--- src/rtl/ca_pkg.sv ---
// Shared definitions for the elementary cellular-automaton sequencer.
//   state_e    : sequencer FSM states
//   RULE_110   : rule number of the legacy rule-110 datapath
//   W_DEFAULT  : default automaton width in cells
//   CW_DEFAULT : default generation-counter width
package ca_pkg;

  localparam int unsigned W_DEFAULT  = 512;
  localparam int unsigned CW_DEFAULT = 16;
  localparam logic [7:0]  RULE_110   = 8'h6E;

  typedef enum logic [1:0] {
    S_IDLE = 2'd0,
    S_RUN  = 2'd1,
    S_DONE = 2'd2
  } state_e;

endpackage

--- src/rtl/ca_step.sv ---
// One generation of an elementary cellular automaton (combinational).
//   q    : current cell state, W cells
//   rule : 8-bit rule number, indexed by {left,centre,right}
//   wrap : 0 = cells beyond the edges read 0, 1 = circular boundary
//   next : next cell state
module ca_step
  import ca_pkg::*;
#(
  parameter int unsigned W = W_DEFAULT
) (
  input  logic [W-1:0] q,
  input  logic [7:0]   rule,
  input  logic         wrap,
  output logic [W-1:0] next
);

  // ext = {left of cell W-1, q, right of cell 0}; cell i sees ext[i+2:i]
  // as {left, centre, right}, so every index stays in range.
  logic [W+1:0] ext;

  always_comb begin
    ext = {(wrap & q[0]), q, (wrap & q[W-1])};
    next = '0;
    for (int unsigned i = 0; i < W; i++) begin
      next[i] = rule[ext[i +: 3]];
    end
  end

endmodule

--- src/rtl/rule_ca_sequencer.sv ---
// Runs an elementary CA job: latches seed/rule/boundary/generation count on
// start, steps one generation per cycle, stops early on a fixed point, and
// holds the result until the consumer takes it.
//   clk, areset_n          : clock, asynchronous active-low reset
//   start_valid/ready      : job request handshake (ready only in IDLE)
//   seed, rule, wrap, gens : job parameters, sampled on start accept
//   abort                  : cancel the running job (RUN only)
//   busy                   : high in RUN
//   q, gen_count, stable   : cell state, generations applied, fixed-point flag
//   done_valid/ready       : result handshake (valid only in DONE)
module rule_ca_sequencer
  import ca_pkg::*;
#(
  parameter int unsigned W  = W_DEFAULT,
  parameter int unsigned CW = CW_DEFAULT
) (
  input  logic          clk,
  input  logic          areset_n,
  input  logic          start_valid,
  output logic          start_ready,
  input  logic [W-1:0]  seed,
  input  logic [7:0]    rule,
  input  logic          wrap,
  input  logic [CW-1:0] gens,
  input  logic          abort,
  output logic          busy,
  output logic [W-1:0]  q,
  output logic [CW-1:0] gen_count,
  output logic          stable,
  output logic          done_valid,
  input  logic          done_ready
);

  state_e        state_q, state_d;
  logic [W-1:0]  q_q, q_d;
  logic [CW-1:0] gen_q, gen_d;
  logic [CW-1:0] gens_q, gens_d;
  logic [7:0]    rule_q, rule_d;
  logic          wrap_q, wrap_d;
  logic          stable_q, stable_d;
  logic [W-1:0]  next;
  logic [CW-1:0] gen_inc;

  ca_step #(.W(W)) u_step (
    .q    (q_q),
    .rule (rule_q),
    .wrap (wrap_q),
    .next (next)
  );

  assign gen_inc = gen_q + CW'(1);

  always_comb begin
    state_d  = state_q;
    q_d      = q_q;
    gen_d    = gen_q;
    gens_d   = gens_q;
    rule_d   = rule_q;
    wrap_d   = wrap_q;
    stable_d = stable_q;
    unique case (state_q)
      S_IDLE: begin
        if (start_valid) begin
          q_d      = seed;
          rule_d   = rule;
          wrap_d   = wrap;
          gens_d   = gens;
          gen_d    = '0;
          stable_d = 1'b0;
          state_d  = (gens != '0) ? S_RUN : S_DONE;
        end
      end
      S_RUN: begin
        if (abort) begin
          state_d = S_IDLE;
        end else begin
          q_d   = next;
          gen_d = gen_inc;
          if (next == q_q) begin
            stable_d = 1'b1;
            state_d  = S_DONE;
          end else if (gen_inc == gens_q) begin
            state_d = S_DONE;
          end
        end
      end
      S_DONE: begin
        if (done_ready) state_d = S_IDLE;
      end
      default: state_d = S_IDLE;
    endcase
  end

  always_ff @(posedge clk or negedge areset_n) begin
    if (!areset_n) begin
      state_q  <= S_IDLE;
      q_q      <= '0;
      gen_q    <= '0;
      gens_q   <= '0;
      rule_q   <= '0;
      wrap_q   <= 1'b0;
      stable_q <= 1'b0;
    end else begin
      state_q  <= state_d;
      q_q      <= q_d;
      gen_q    <= gen_d;
      gens_q   <= gens_d;
      rule_q   <= rule_d;
      wrap_q   <= wrap_d;
      stable_q <= stable_d;
    end
  end

  assign start_ready = (state_q == S_IDLE);
  assign busy        = (state_q == S_RUN);
  assign done_valid  = (state_q == S_DONE);
  assign q           = q_q;
  assign gen_count   = gen_q;
  assign stable      = stable_q;

endmodule

--- config.mk ---
export PLATFORM = sky130hd
export DESIGN_NAME = rule_ca_sequencer
export DESIGN_NICKNAME = d
export VERILOG_FILES = /design/src/rtl/ca_pkg.sv /design/src/rtl/ca_step.sv /design/src/rtl/rule_ca_sequencer.sv
export SDC_FILE = /design/constraint.sdc
export NUM_CORES = 2
export LEC_CHECK = 0
export ABC_CLOCK_PERIOD_IN_PS = 3500
export CORE_AREA = 10 10 408 410
export CTS_BUF_LIST = sky130_fd_sc_hd__clkbuf_4 sky130_fd_sc_hd__clkbuf_8
export DETAILED_ROUTE_END_ITERATION = 8
export DIE_AREA = 0 0 418 420
export HOLD_SLACK_MARGIN = 0.06
export PLACE_DENSITY = 0.61
export SLEW_MARGIN = 40
export SYNTH_ARGS = -nofsm -noshare
export SYNTH_HDL_FRONTEND = slang
export SYNTH_HIERARCHICAL = 1
export SYNTH_SLANG_ARGS = --single-unit
--- constraint.sdc ---
create_clock -name clk -period 3.5 [get_ports clk]
set_clock_uncertainty 0.1 [all_clocks]
set_input_delay 0.7 -clock clk [delete_from_list [all_inputs] [get_ports clk]]
set_output_delay 0.7 -clock clk [all_outputs]
set_load 0.02 [all_outputs]
==> flow_summary.toml <==
[route]
dr_total_vias = 65500
drt_iter0_drc = 9990
drc_errors = 0
wl_per_cell_um = 39.5
ant_nets = 0
routed_wl_um = 387000
drt_pass1_iterations = 7
via_per_inst = 6.69

[setup_path]
critPathArrivalTime_ns = 4.96
r2r-start = "rule_q[6]$_DFFE_PN0P_"
worst_setup_path_end_kind = "flop"
path_buf_inv = 5
cpPeakStageDelay_ns = 0.54
startpoint_type = "flop"
required_ns = 4.25
crit_family = "simple AND/OR/NAND/NOR gates"
reg2reg_to = "state_q[1]$_DFFE_PN0P_"
critical_path_class = "reg2reg"
cp_cell_sequence = "buf_12 > buf_4 > mux4_2 > mux2_2 > xor2_2 > nor4_2 > buf_4 > nand4_1 > nor4_4 > buf_4 > nand4_1 > nor2_2 > buf_6 > o21a_1"
rrSetupSlack_ns = -0.71
cp_max_fo = 47
worstRegToRegCells = 14
critPathSlowestCell = "dfrtp_4"
crit_top_cell = "buf_4"
worstSetupPathDepth = 14

[clock_network]
worstSkewPairLatency_ns = 0.95
clk_pin_slew_ns = 0.07
clock_path_buffers = 3
cts_buffers = 116
clock_sinks = 556
cts_tree = "built"
cts_root_buf = "clkbuf_8"
htree_levels = 3

[place]
gp_congestion = 1.07
hpwl_um = 298000
place_ws_ns = -0.968
port_buffers = 1073

[yosys]
synth_area_um2 = 61900
synth-async-reset-ratio_pct = 100
ys_seq_area_share_pct = 22.5
yosysTopAreaCell = "mux4_2"
synth_top_area_share_pct = 36.7
syn-num-nets = 6436
syn_area_per_cell_um2 = 10.5
synth_edf_count = 0
syn_inst = 5893
yosysUniqueCellTypes = 47
yosys_warnings = 6
yosys-top-cells-area = "mux4_2, dfrtp_1, mux2_2, xor2_1, nand2_1"
ys_dominant_reg_cell = "dfrtp_1"
synth_seq_cells = 556

[timing]
fin_ws_ns = -0.709
fmax_mhz = 238
final-max-slew-violation-count = 0
tightest_slew_ns = 1.07
fin_hold_ws_ns = 0.174
setup_viol = 4
min_period_over_period_pct = 120
hold_viol = 0
fin_crit_ns = 4.21
max-slew-margin-rel_pct = 28.4
grt_setup_unrepaired = "true"

[global_route]
grt_max_degree = 168
grt_pass1_vias = 63200
grt_overflow_total = 0
antenna_found_initial = 74
grt_pass1_wl_um = 525000
grt.total_usage_pct = 42.4

[floorplanning]
die-area_um2 = 176000
ios = 1074
fp.dieW_um = 418
start_util_pct = 39.2
die_h_um = 420
rows = 146
core_um2 = 158000

[job]
cap_violations = 0

[hold_path]
holdCritPathClass = "in2async"

[run_status]
violations = "setup timing"
status = "complete, but fails checks"

[cells_and_area]
nets = 8110
drive_gt1_share_pct = 41.1
syn_to_final_growth_pct = 41.0
layout by cell type, fill, tap and decap left out, drive strengths merged, types with 3 or more instances in the layout:
cell,instances
clkinvlp,3
clkinv,20
and3,3
nor2,527
o21ai,38
nand2,1151
mux4,1009
nand2b,4
nor2b,16
a31oi,512
dfrtp,556
xnor2,16
diode,47
mux2,505
bufinv,4
bufbuf,10
o31ai,5
inv,12
o2111ai,7
a2111oi,14
nor3,11
xor2,520
clkdlybuf4s50,1072
clkbuf,189
nand4,38
nand3,9
a22o,3
nor4,143
buf,1248
cell usage after synthesis, types with 2 or more instances:
cell type and n:
a2111oi_0 14, a22o_1 3, a31oi_1 512, and3_1 2, buf_1 11, buf_2 55, buf_4 5, buf_6 44
clkbuf_1 663, dfrtp_1 556, inv_1 11, mux2_2 505, mux4_2 1009, nand2_1 1151, nand2b_1 4, nand3_1 9
nand4_1 37, nor2_1 527, nor2b_1 16, nor3_1 10, nor4_1 141, nor4_2 2, o2111ai_1 7, o21ai_0 26
o21ai_1 11, o311ai_0 2, o31ai_1 5, or4b_1 2, xnor2_1 16, xor2_1 520
state kept, by name, indices dropped and copies added, names as in the netlist:
register / cells
gens_q: 16
gen_count: 16
wrap_q: 1
state_q: 2
q: 512
rule_q: 8
stable: 1
cells by family after synthesis:
| logic type | Yosys count | share of synthesized area (%) |
|---|---|---|
| buffers and inverters | 790 | 5.47 |
| muxes | 1515 | 45.9 |
| DFF | 556 | 22.5 |
| xor gates and xnor gates | 536 | 7.58 |
| AOI/OAI and AO/OA | 586 | 5.98 |
| and+or+nand+nor | 1909 | 12.5 |
| adders and majority gates | 1 | 0.0202 |
worst reg2reg max path: stages (launching register included):
cell	delay [ns]
dfrtp_4	0.54
buf_12	0.21
buf_4	0.36
mux4_2	0.48
mux2_2	0.32
xor2_2	0.23
nor4_2	0.27
buf_4	0.21
nand4_1	0.15
nor4_4	0.33
buf_4	0.18
nand4_1	0.21
nor2_2	0.24
buf_6	0.17
o21a_1	0.13
layer usage:
layer,up-vias,global-route usage [%],wire length [um]
met1,32900,48.1,126000
met4,46,37.8,43500
met3,1426,17.6,53200
met5,-,0.246,345
met2,5468,60.8,164000
li1,25600,-,-
through the flow:
step                      cells  util (%)  setup TNS, ns  cell area [um2]
final                      9781      55.3          -2.11            87300
after global routing       9764      55.3          -1.93            87300
after CTS                  9714      54.8          -1.61            86400
after detailed placement   9456      52.1          -2.88            82200
after global placement     9456      52.0          -3.41            82000
after floorplan            5893         -              0            61900
repair_timing:
action                     4_1_cts  5_1_grt
hold buffers                     1        0
hold endpoints to repair       144        0
cloned                          14        3
resized for setup              147       65
setup endpoints to repair        4        4
setup buffers                   33       19
pin swaps                       44       18
final cells by class:
type,count,area (um2)
flip-flops and latches,556,13900
multi-input cells,4547,45900
repair buffers,2335,22000
inverters,11,53.8
fillers,13900,70500
clock buffers,185,2350
clock inverters,28,255
diodes,47,118
well taps,2072,2590
worst max-delay path by stage:
stage	to	slack (ns)	startpoint
floorplan	state_q[0]$_DFFE_PN0P_	0.49	q[126]$_DFFE_PN0P_
global placement	state_q[0]$_DFFE_PN0P_	-1.14	rule_q[2]$_DFFE_PN0P_
detailed placement	state_q[0]$_DFFE_PN0P_	-0.97	rule_q[4]$_DFFE_PN0P_
CTS	state_q[1]$_DFFE_PN0P_	-0.54	rule_q[0]$_DFFE_PN0P_
global route	stable$_DFFE_PN0P_	-0.66	rule_q[0]$_DFFE_PN0P_
finish	state_q[1]$_DFFE_PN0P_	-0.71	rule_q[6]$_DFFE_PN0P_
Power is not shown: default switching activity piles up to over one toggle a cycle in this logic, so the estimate is an artifact.
